`config.mk`:
```
export PLATFORM = sky130hd
export DESIGN_NAME = cic_decimator
export DESIGN_NICKNAME = d
export VERILOG_FILES = /design/src/rtl/cic_pkg.sv /design/src/rtl/cic_comb_stage.sv /design/src/rtl/cic_decimator.sv
export SDC_FILE = /design/constraint.sdc
export NUM_CORES = 1
export LEC_CHECK = 0
export ABC_AREA = 1
export ABC_CLOCK_PERIOD_IN_PS = 12780
export BUFFER_PORTS_ARGS = -buffer_cell sky130_fd_sc_hd__clkbuf_2
export CAP_MARGIN = 40
export CORE_MARGIN = 1.5
export CORE_UTILIZATION = 47
export DETAILED_ROUTE_END_ITERATION = 16
export PLACE_DENSITY = 0.61
export SLEW_MARGIN = 30
export SYNTH_ARGS = -nofsm -noshare
export SYNTH_HDL_FRONTEND = slang
export SYNTH_SLANG_ARGS = --single-unit
```
`constraint.sdc`:
```
create_clock -name clk -period 12.78 [get_ports clk]
set_input_delay 1.278 -clock clk [delete_from_list [all_inputs] [get_ports clk]]
set_output_delay 1.278 -clock clk [all_outputs]
set_load 0.05 [all_outputs]
```
`src/rtl/cic_pkg.sv`:
```
// rtl/cic_pkg.sv - shared constants, width derivation and output rounding helper for the CIC decimator
package cic_pkg;

    localparam int CIC_WIN   = 16;
    localparam int CIC_WOUT  = 16;
    localparam int CIC_N     = 3;
    localparam int CIC_LOG2R = 3;

    function automatic int cic_clog2(input int v);
        int r;
        r = 0;
        for (int i = 0; i < 31; i++) begin
            if ((1 << i) < v) r = i + 1;
        end
        return r;
    endfunction

    function automatic int cic_wacc(input int win, input int n, input int log2r);
        return win + n * log2r;
    endfunction

    localparam int CIC_WACC = cic_wacc(CIC_WIN, CIC_N, CIC_LOG2R);

    typedef logic signed [CIC_WACC-1:0] acc_t;

    // Round half up after dropping 'drop' LSBs, clamped to a signed 'wout'-bit range.
    function automatic logic signed [63:0] round_sat(input logic signed [63:0] v,
                                                     input int drop, input int wout);
        logic signed [63:0] s;
        logic signed [63:0] hi;
        logic signed [63:0] lo;
        s = v;
        if (drop > 0) s = s + (64'sd1 <<< (drop - 1));
        s  = s >>> drop;
        hi = (64'sd1 <<< (wout - 1)) - 64'sd1;
        lo = -hi - 64'sd1;
        if (s > hi) s = hi;
        if (s < lo) s = lo;
        return s;
    endfunction

endpackage

```
`src/rtl/cic_comb_stage.sv`:
```
// rtl/cic_comb_stage.sv - one registered comb section y = x - x_prev, advancing on vin
module cic_comb_stage
    import cic_pkg::*;
#(
    parameter int W = CIC_WACC
) (
    input  logic         clk,
    input  logic         rst,
    input  logic         vin,
    input  logic [W-1:0] x,
    output logic         vout,
    output logic [W-1:0] y
);

    logic [W-1:0] x_prev;

    always_ff @(posedge clk or negedge rst) begin
        if (!rst) begin
            x_prev <= '0;
            y      <= '0;
            vout   <= 1'b0;
        end else begin
            vout <= vin;
            if (vin) begin
                y      <= x - x_prev;
                x_prev <= x;
            end
        end
    end

endmodule

```
`src/rtl/cic_decimator.sv`:
```
// rtl/cic_decimator.sv - N-stage CIC decimator by 2^LOG2R; CIC_ROUND_EN selects rounded/saturated output
module cic_decimator
    import cic_pkg::*;
#(
    parameter int WIN   = CIC_WIN,
    parameter int WOUT  = CIC_WOUT,
    parameter int N     = CIC_N,
    parameter int LOG2R = CIC_LOG2R
) (
    input  logic            clk,
    input  logic            rst,
    input  logic [WIN-1:0]  din,
    input  logic            val_in,
    output logic [WOUT-1:0] dout,
    output logic            val_out
);

    localparam int WACC  = cic_wacc(WIN, N, LOG2R);
    localparam int QDROP = WACC - WOUT;
    localparam int R     = 1 << LOG2R;
    localparam int CW    = cic_clog2(R);

    logic [CW-1:0]   cnt;
    logic            dec;
    logic [WACC-1:0] integ     [N];
    logic [WACC-1:0] integ_nxt [N];

    // Each stage accumulates the freshly updated value of the stage before it.
    always_comb begin
        integ_nxt[0] = integ[0] + WACC'(signed'(din));
        for (int k = 1; k < N; k++) begin
            integ_nxt[k] = integ[k] + integ_nxt[k-1];
        end
    end

    always_ff @(posedge clk or negedge rst) begin
        if (!rst) begin
            for (int k = 0; k < N; k++) integ[k] <= '0;
            cnt <= '0;
            dec <= 1'b0;
        end else begin
            dec <= val_in && (cnt == CW'(R - 1));
            if (val_in) begin
                cnt <= cnt + 1'b1;
                for (int k = 0; k < N; k++) integ[k] <= integ_nxt[k];
            end
        end
    end

    logic            v0;
    logic [WACC-1:0] x0;

    always_ff @(posedge clk or negedge rst) begin
        if (!rst) begin
            v0 <= 1'b0;
            x0 <= '0;
        end else begin
            v0 <= dec;
            if (dec) x0 <= integ[N-1];
        end
    end

    logic [N-1:0]           cv;
    logic [N-1:0][WACC-1:0] cy;

    for (genvar k = 0; k < N; k++) begin : g_comb
        if (k == 0) begin : g_first
            cic_comb_stage #(.W(WACC)) u_comb (
                .clk (clk),
                .rst (rst),
                .vin (v0),
                .x   (x0),
                .vout(cv[k]),
                .y   (cy[k])
            );
        end else begin : g_next
            cic_comb_stage #(.W(WACC)) u_comb (
                .clk (clk),
                .rst (rst),
                .vin (cv[k-1]),
                .x   (cy[k-1]),
                .vout(cv[k]),
                .y   (cy[k])
            );
        end
    end

    logic [WACC-1:0] c_out;
    logic [WOUT-1:0] q;

    assign c_out = cy[N-1];

`ifdef CIC_ROUND_EN
    logic signed [63:0] q_full;
    logic               unused_q;

    assign q_full   = round_sat(64'(signed'(c_out)), QDROP, WOUT);
    assign unused_q = ^q_full[63:WOUT];
    assign q        = q_full[WOUT-1:0];
`else
    logic unused_lsb;

    assign unused_lsb = ^c_out[QDROP-1:0];
    assign q          = c_out[WACC-1 -: WOUT];
`endif

    always_ff @(posedge clk or negedge rst) begin
        if (!rst) begin
            dout    <= '0;
            val_out <= 1'b0;
        end else begin
            val_out <= cv[N-1];
            if (cv[N-1]) dout <= q;
        end
    end

endmodule
```
-- Word-level counts from Yosys, hierarchy flattened
Cells that the tools add are included.
- $add $sub $neg: 7
- reduce and logical (&&, ||, !) cells: 1
- equality and inequality tests: 1
- operator list (operator ; count):
    $add 25x25->25 ; 3
    $sub 25x25->25 ; 3
    $add 3x1->3 const B ; 1
    $eq 3x3->1 const B ; 1
    $logic_and 1x1->1 ; 1
- flip-flop bits (word level): 275
- word-level logic and storage cells: 27
- input bits: 19
- output and inout port bits: 17

-- Logic depth before layout (Yosys ltp)
Gate-level depths: netlist (run 1).
- depth after elaboration: 3
- depth in mapped cells: 33

-- Hierarchy
Synthesis (run 1) repeated with hierarchy kept, for this count alone.
- cells, all modules: 2807
- area total of the unflattened synthesis: 19819.0 um^2
- modules (own cells, without submodules) (module ; times used ; cells each ; seq. area each (um^2) ; area an instance (um^2)):
    cic_decimator ; 1 ; 1059 ; 3052.9 ; 8524.4
    cic_comb_stage (g_comb[1].g_next.u_comb ...) ; 2 ; 580 ; 1276.2 ; 3762.4
    cic_comb_stage (g_comb[0].g_first.u_comb) ; 1 ; 588 ; 1276.2 ; 3769.9

-- Worst setup path before layout (run 1)
No wires, ideal clock.
- path type: input to register
- start point: in din[2]
- end point: reg integ[23] (netlist name)
- required time: 12.663 ns
- setup time: 0.117 ns
- arrival: 5.163 ns
- slack: 7.500 ns
- stages on the path: 28
- path buffers: 0
- cell sequence: ha_1 a21oi_2 nand2_2 a21oi_4 inv_2 a21oi_2 o21ai_2 nand2_1 nand2_1 or2_1 and2_1 ha_1 nand2_1 inv_1 nand3_1 nor3_1 nand2_1 o211ai_1 xor2_1 inv_1 ha_1 nand2_1 nor2_1 a221oi_1 nand3_1 or2_2 nand3_1 nand2_1
- RTL lines (element ; line ; text):
    from (decl) ; cic_decimator.sv:12 ; input logic [WIN-1:0] din,
    to (decl) ; cic_decimator.sv:25 ; logic [WACC-1:0] integ [N];

==> impl_summary.txt, run 1 <==
----------------------------------------------------
[Yosys]
  Top FF cell, synth ... sky130_fd_sc_hd__dfrtp_1
  Number of synthesized flops with an enable pin ... 0
  Cell with the most instances after synthesis ... sky130_fd_sc_hd__nand2_1
  Async set-reset flop share out of synthesis ... 100%
  Synth Cell Area ... 17400 µm²
  Post-synthesis sequential area ratio ... 38.3%
  Top cells by area in the synthesized netlist ... sky130_fd_sc_hd__dfrtp_1 (38%), sky130_fd_sc_hd__nand2_1 (13%), sky130_fd_sc_hd__ha_1 (11%)
  Synthesized instance count ... 2210
  Count of synthesis-stage warnings from yosys ... 0
  Average instance area after synthesis ... 7.87 µm²
  Synth Net Count ... 2383
  Register bit count reported by yosys ... 266
  Dominant cell type by area after synthesis ... sky130_fd_sc_hd__dfrtp_1
  Number of distinct library cells after synthesis ... 54
  Fraction of post-synthesis cell area in the top cell type by area ... 38.3%
  Top post-synthesis cells by count ... sky130_fd_sc_hd__nand2_1 (602), sky130_fd_sc_hd__dfrtp_1 (266), sky130_fd_sc_hd__inv_1 (227)

[Die]
  Horizontal extent of the die ... 195 µm
  Top-level port count ... 36
  Effective utilization at floorplan ... 47.6%
  Core footprint ... 36500 µm²
  Die area ... 38200 µm²
  Die height ... 195 µm
  FP Rows ... 70

[GRT]
  Via count of the first global-routing pass ... 14.5k
  Congestion Overflow GR ... 0
  First-pass GRT wire length ... 71.0 mm
  Combined global-route utilization of all metal layers ... 22.7%
  Met2 Track Usage GR ... 39.6%
  Met3 usage in global routing ... 2.54%
  Met1 track utilization from global routing ... 29.0%
  Antenna violations before repair ... 0
  Pin count of the biggest net entering global routing ... 88
  Most Crowded Layer GR ... met2

[Layout]
  Area of combinational cells with multiple inputs ... 9670 µm²
  Combined flip-flop and latch cell area ... 6660 µm²
  Antenna fix cells ... 0
  Final layout net count ... 2419
  Area delta synth->final ... 11.0%
  FILL cells ... 3542
  Fraction of final layout cells with drive strength greater than 1 ... 8.94%
  Final non-filler cell total ... 2738

[Timing]
  Count of final max-slew check failures ... 0
  Setup violators final ... 0
  Worst slew slack as a fraction of its limit ... 50.9%
  Total Negative Setup Slacks ... 0 ps
  Endpoints failing hold ... 0
  Crit path setup slack, layout ... 7110 ps
  Unrepaired setup endpoints after global routing ... false
  Fraction of the cycle the final worst path needs ... 44.4%
  Worst-margin pin slew ... 736 ps
  Worst Skew ... 23.4 ps
  Worst hold slack ... 476 ps
  Highest clock rate ... 176 MHz
  Shortest clock period the worst path allows after layout ... 5670 ps

[Worst setup path]
  CP Data Arrival Time ... 6060 ps
  Largest driver fanout on the critical path ... 6
  Element type at the critical path end ... flip-flop
  CP max stage cell ... sky130_fd_sc_hd__ha_1
  Most prevalent standard cell on the critical path ... sky130_fd_sc_hd__nand2_1
  Required time of the critical path ... 13170 ps
  Delay of the slowest cell on the worst path ... 360 ps
  CP startpoint kind ... input pin
  Kind of critical path ... input pin to flip-flop

[Route]
  Number of nets with antenna violations after routing ... 0
  Number of iterations in the first detailed-routing pass ... 7
  Residual DRC count ... 0
  Routed wire length per instance ... 15.3 µm
  First DRT Iteration DRCs ... 745
  Aggregate routed wire length ... 41.8 mm
  Post-DR vias/cell ... 5.28
  Routed via count ... 14.5k

[Place]
  Post-Place Setup Slack ... 6640 ps
  Gpl congestion ... 0.921
  Instance count after placement with tap cells included ... 2675
  Count of input and output buffers ... 35
  DPL Wire Length ... 32.0 mm

[Clock tree]
  CTS Buf Count ... 35
  Resized cells post-CTS ... 0
  Register clock-pin slew on the reported worst setup and hold paths ... 50 ps
  Clk Tree Root Cell ... sky130_fd_sc_hd__clkbuf_16
  Number of buffers inserted by post-CTS setup repair ... 0
  Clock sink total ... 266
  Worst skew pair latency ... 530 ps
  H-tree lvl count ... 2
  Cts hold-fix bufs ... 0
  Clock tree from TritonCTS ... built
  Buffer levels on the longest clock path ... 3

[Run]
  Count of maximum capacitance violations ... 0

[Hold path]
  Worst hold-check path type ... flip-flop to flip-flop

[Status]
  Result of the run ... finished clean

----------------------------------------------------
## state kept, by name, summed over array words and instances, names as in the netlist
signal	cells
g_comb.g_first.u_comb.x_prev	25
g_comb.g_next.u_comb.x_prev	50
integ	75
v0	1
g_comb.g_first.u_comb.vout	1
g_comb.g_next.u_comb.vout	2
cnt	3
x0	25
g_comb.g_next.u_comb.y	41
dout	16
val_out	1
g_comb.g_first.u_comb.y	25
dec	1
## cells in the final DEF, fill, tap and decap left out, types with 22 or more instances in the layout
cell	count
sky130_fd_sc_hd__a21o_1	23
sky130_fd_sc_hd__a21oi_1	146
sky130_fd_sc_hd__clkbuf_16	36
sky130_fd_sc_hd__clkbuf_2	34
sky130_fd_sc_hd__dfrtp_1	266
sky130_fd_sc_hd__ha_1	149
sky130_fd_sc_hd__inv_1	227
sky130_fd_sc_hd__mux2_2	31
sky130_fd_sc_hd__nand2_1	602
sky130_fd_sc_hd__nand3_1	103
sky130_fd_sc_hd__nor2_1	116
sky130_fd_sc_hd__o21ai_0	197
sky130_fd_sc_hd__o21bai_1	22
sky130_fd_sc_hd__xnor2_1	43
sky130_fd_sc_hd__xor2_1	50
## routing by layer
metal | vias to the layer above | wire length [µm]
met5 | - | 0
met4 | 0 | 1420
met3 | 88 | 1190
met2 | 216 | 20000
met1 | 6742 | 19200
li1 | 7409 | -
## final timing paths
kind / slack (ps) / end / depth (start not counted) / from
setup / recovery: 7110 / integ[22] / 29 / din[8]
hold / removal: 480 / integ[24] / 2 / integ[24]
setup reg to reg: 7580 / integ[22] / 28 / integ[58]
hold reg to reg: 480 / integ[24] / 2 / integ[24]
max in group asynchronous: 10860 / integ[59] / 2 / rst
min in group asynchronous: 720 / g_comb[1].g_next.u_comb.x_prev[4] / 1 / rst
## critical path: cells and delay by family
family | cells | cell delay (ps)
xor+xnor | 1 | 230
compound gates | 9 | 1430
fa+ha+maj | 3 | 1010
simple gates | 12 | 1770
buf+inv | 4 | 330
## kinds of logic after synthesis
| kind of cell | count (synthesis) | share of synthesized area (%) |
|---|---|---|
| compound gates | 471 | 15.8 |
| xor+xnor | 93 | 4.68 |
| fa+ha+maj | 154 | 11.3 |
| buf+inv | 282 | 6.11 |
| flops | 266 | 38.3 |
| mux | 31 | 2.01 |
| simple gates | 913 | 21.8 |
## per-stage QoR
stage,util [%],cell area [µm²]
floorplan,-,17400
global placement,49.4,18000
detailed placement,49.6,18100
CTS,52.8,19300
global route,52.9,19300
finish,52.9,19300
## area by class of cell
| type | count | share of cell area [%] |
|---|---|---|
| well taps | 468 | 3.03 |
| flip-flops and latches | 266 | 34.5 |
| repair buffers | 50 | 2.01 |
| clock inverters | 11 | 0.648 |
| inverters | 231 | 4.49 |
| clock buffers | 50 | 5.25 |
| multi-input cells | 1662 | 50.1 |
Power of run 1 is left out: the tool's default activity adds up to more than one toggle a clock period on the data nets, which glitch-free logic cannot reach.
==> inputs of run 2 (changes only) <==
--- a/config.mk
+++ b/config.mk
@@ -6,7 +6,7 @@
 export NUM_CORES = 1
 export LEC_CHECK = 0
 export ABC_AREA = 1
-export ABC_CLOCK_PERIOD_IN_PS = 12780
+export ABC_CLOCK_PERIOD_IN_PS = 5610
 export BUFFER_PORTS_ARGS = -buffer_cell sky130_fd_sc_hd__clkbuf_2
 export CAP_MARGIN = 40
 export CORE_MARGIN = 1.5
==> constraint.sdc (replaced) <==
create_clock -name clk -period 5.61 [get_ports clk]
set_input_delay 0.561 -clock clk [delete_from_list [all_inputs] [get_ports clk]]
set_output_delay 0.561 -clock clk [all_outputs]
set_load 0.05 [all_outputs]
==> run 2 against run 1 <==
Against the previous run:
- register-to-register slack worse by 7100 ps
- die area unchanged
- first-iteration DRC count down 4.7%
- critical path depth down 1
- non-clock buffer count up 2
- utilization about the same
- sequential cell count unchanged
- highest routed layer unchanged
- cell count down 0.11%
- routed wire length down 1.5%
==> impl_summary.txt, run 2 (synthesis gave the netlist of run 1 again) <==
----------------------------------------------------
[Timing]
  Worst Skew ... 16.5 ps (-6.92 ps)
  Shortest clock period the worst path allows after layout ... 5100 ps
  Count of final max-slew check failures ... 0 (unchanged)
  Endpoints failing hold ... 0 (unchanged)
  Total Negative Setup Slacks ... 0 ps (unchanged)
  Highest clock rate ... 196 MHz
  Setup violators final ... 0 (unchanged)
  Fraction of the cycle the final worst path needs ... 90.9%
  Worst slew slack as a fraction of its limit ... 48.1% (-2.8 points)
  Unrepaired setup endpoints after global routing ... false
  Worst-margin pin slew ... 768 ps (+32.2 ps)

[Clock tree]
  Number of buffers inserted by post-CTS setup repair ... 0 (unchanged)
  CTS Buf Count ... 34 (-2.9%)
  Register clock-pin slew on the reported worst setup and hold paths ... 60 ps (about the same)
  Cts hold-fix bufs ... 0 (unchanged)
  Resized cells post-CTS ... 0 (unchanged)
  Buffer levels on the longest clock path ... 3 (unchanged)
  Clock tree from TritonCTS ... built
  Clock sink total ... 266 (unchanged)
  Worst skew pair latency ... 520 ps (about the same)
  H-tree lvl count ... 2 (unchanged)
  Clk Tree Root Cell ... sky130_fd_sc_hd__clkbuf_16

[Worst setup path]
  Largest driver fanout on the critical path ... 6 (unchanged)
  Kind of critical path ... flip-flop to flip-flop
  CP startpoint kind ... flip-flop
  Minimum setup slack among reg-to-reg paths ... 510 ps (-7070 ps)
  Element type at the critical path end ... flip-flop
  Sum of buffers and inverters on the critical path ... 3 (-1)
  Delay of the slowest cell on the worst path ... 380 ps (+20 ps)
  Required time of the critical path ... 6010 ps (-7160 ps)
  Most prevalent standard cell on the critical path ... sky130_fd_sc_hd__nand2_1
  CP max stage cell ... sky130_fd_sc_hd__dfrtp_1
  CP Data Arrival Time ... 5500 ps (-560 ps)
  Cell family contributing the most delay on the critical path ... simple AND/OR/NAND/NOR gates

[Status]
  Result of the run ... finished clean

[GRT]
  Combined global-route utilization of all metal layers ... 22.4% (-0.26 points)
  First-pass GRT wire length ... 70.5 mm (-0.73%)
  Pin count of the biggest net entering global routing ... 77 (-13%)
  Antenna violations before repair ... 0 (unchanged)
  Via count of the first global-routing pass ... 14.3k (-1.2%)
  Congestion Overflow GR ... 0 (unchanged)

[Die]
  FP Rows ... 70 (unchanged)
  Core footprint ... 36500 µm² (unchanged)
  Horizontal extent of the die ... 195 µm (unchanged)
  Top-level port count ... 36 (unchanged)
  Die height ... 195 µm (unchanged)
  Effective utilization at floorplan ... 47.6% (unchanged)
  Die area ... 38200 µm² (unchanged)

[Layout]
  Flip-flop count of the largest register after layout ... 75 (unchanged)
  Fraction of final layout cells with drive strength greater than 1 ... 8.95% (+0.012 points)
  Commonest cells after routing, fill and taps aside ... sky130_fd_sc_hd__nand2_1 (602), sky130_fd_sc_hd__dfrtp_1 (266), sky130_fd_sc_hd__inv_1 (227)
  Final core occ ... 52.9% (about the same)
  Area of combinational cells with multiple inputs ... 9670 µm² (unchanged)
  Combined flip-flop and latch cell area ... 6660 µm² (unchanged)
  Antenna fix cells ... 0 (unchanged)
  Registers with the most flip-flops ... integ x75, g_comb.g_next.u_comb.x_prev x50, g_comb.g_next.u_comb.y x41
  FILL cells ... 3518 (-0.68%)
  Final non-filler cell total ... 2735 (-0.11%)
  Area delta synth->final ... 11.0% (about the same)
  Final layout net count ... 2420 (+0.041%)
  Register ranked first by flip-flop count ... integ
  Most common cell after layout, fill and taps aside ... sky130_fd_sc_hd__nand2_1

[Route]
  First DRT Iteration DRCs ... 710 (-4.7%)
  Number of nets with antenna violations after routing ... 0 (unchanged)
  Routed wire length per instance ... 15.1 µm (-1.4%)
  Number of iterations in the first detailed-routing pass ... 7 (unchanged)
  Routed via count ... 14.4k (-0.24%)
  Aggregate routed wire length ... 41.2 mm (-1.5%)
  Residual DRC count ... 0 (unchanged)
  Post-DR vias/cell ... 5.27 (-0.13%)

[Place]
  Instance count after placement with tap cells included ... 2675 (unchanged)
  Gpl congestion ... 0.933 (+1.3%)
  Count of input and output buffers ... 35 (unchanged)
  DPL Wire Length ... 31.6 mm (-1.0%)

[Run]
  Count of maximum capacitance violations ... 0 (unchanged)

[Hold path]
  Worst hold-check path type ... input pin to async pin

----------------------------------------------------
## run 2: path summary, 6_finish.rpt
kind                                              start                                end  depth (start not counted)
min in group clk                                 din[0]                          integ[50]                          4
setup reg to reg                              integ[58]                          integ[23]                         28
hold reg to reg            g_comb[2].g_next.u_comb.vout                            val_out                          0
setup / recovery                              integ[58]                          integ[23]                         28
hold / removal                                      rst  g_comb[1].g_next.u_comb.x_prev[1]                          1
max in group asynchronous                           rst                          integ[68]                          3
## run 2: layer usage
layer  GRT usage, %  share of wire, %
met1           29.6                47
met3           2.54               3.1
met5              0                 0
met2           38.8                47
met4           6.57               2.8
## run 2: cell type report
type	instances	share of cell area (%)
clock buffers	48	5.20
clock inverters	8	0.454
inverters	231	4.49
multi-input cells	1662	50.1
flip-flops and latches	266	34.5
well taps	468	3.03
repair buffers	52	2.26
## run 2: stage by stage
stage / setup WS, ps / hold slack (ps) / area [µm²]
2_1_floorplan: 1050 / 265 / 17400
6_report: 510 / 3.89 / 19300
5_1_grt: 12.0 / 44.1 / 19300
3_5_place_dp: 260 / 463 / 18100
3_3_place_gp: 331 / 458 / 18000
4_1_cts: 507 / 21.1 / 19200
Power of run 2 is left out for the same reason.
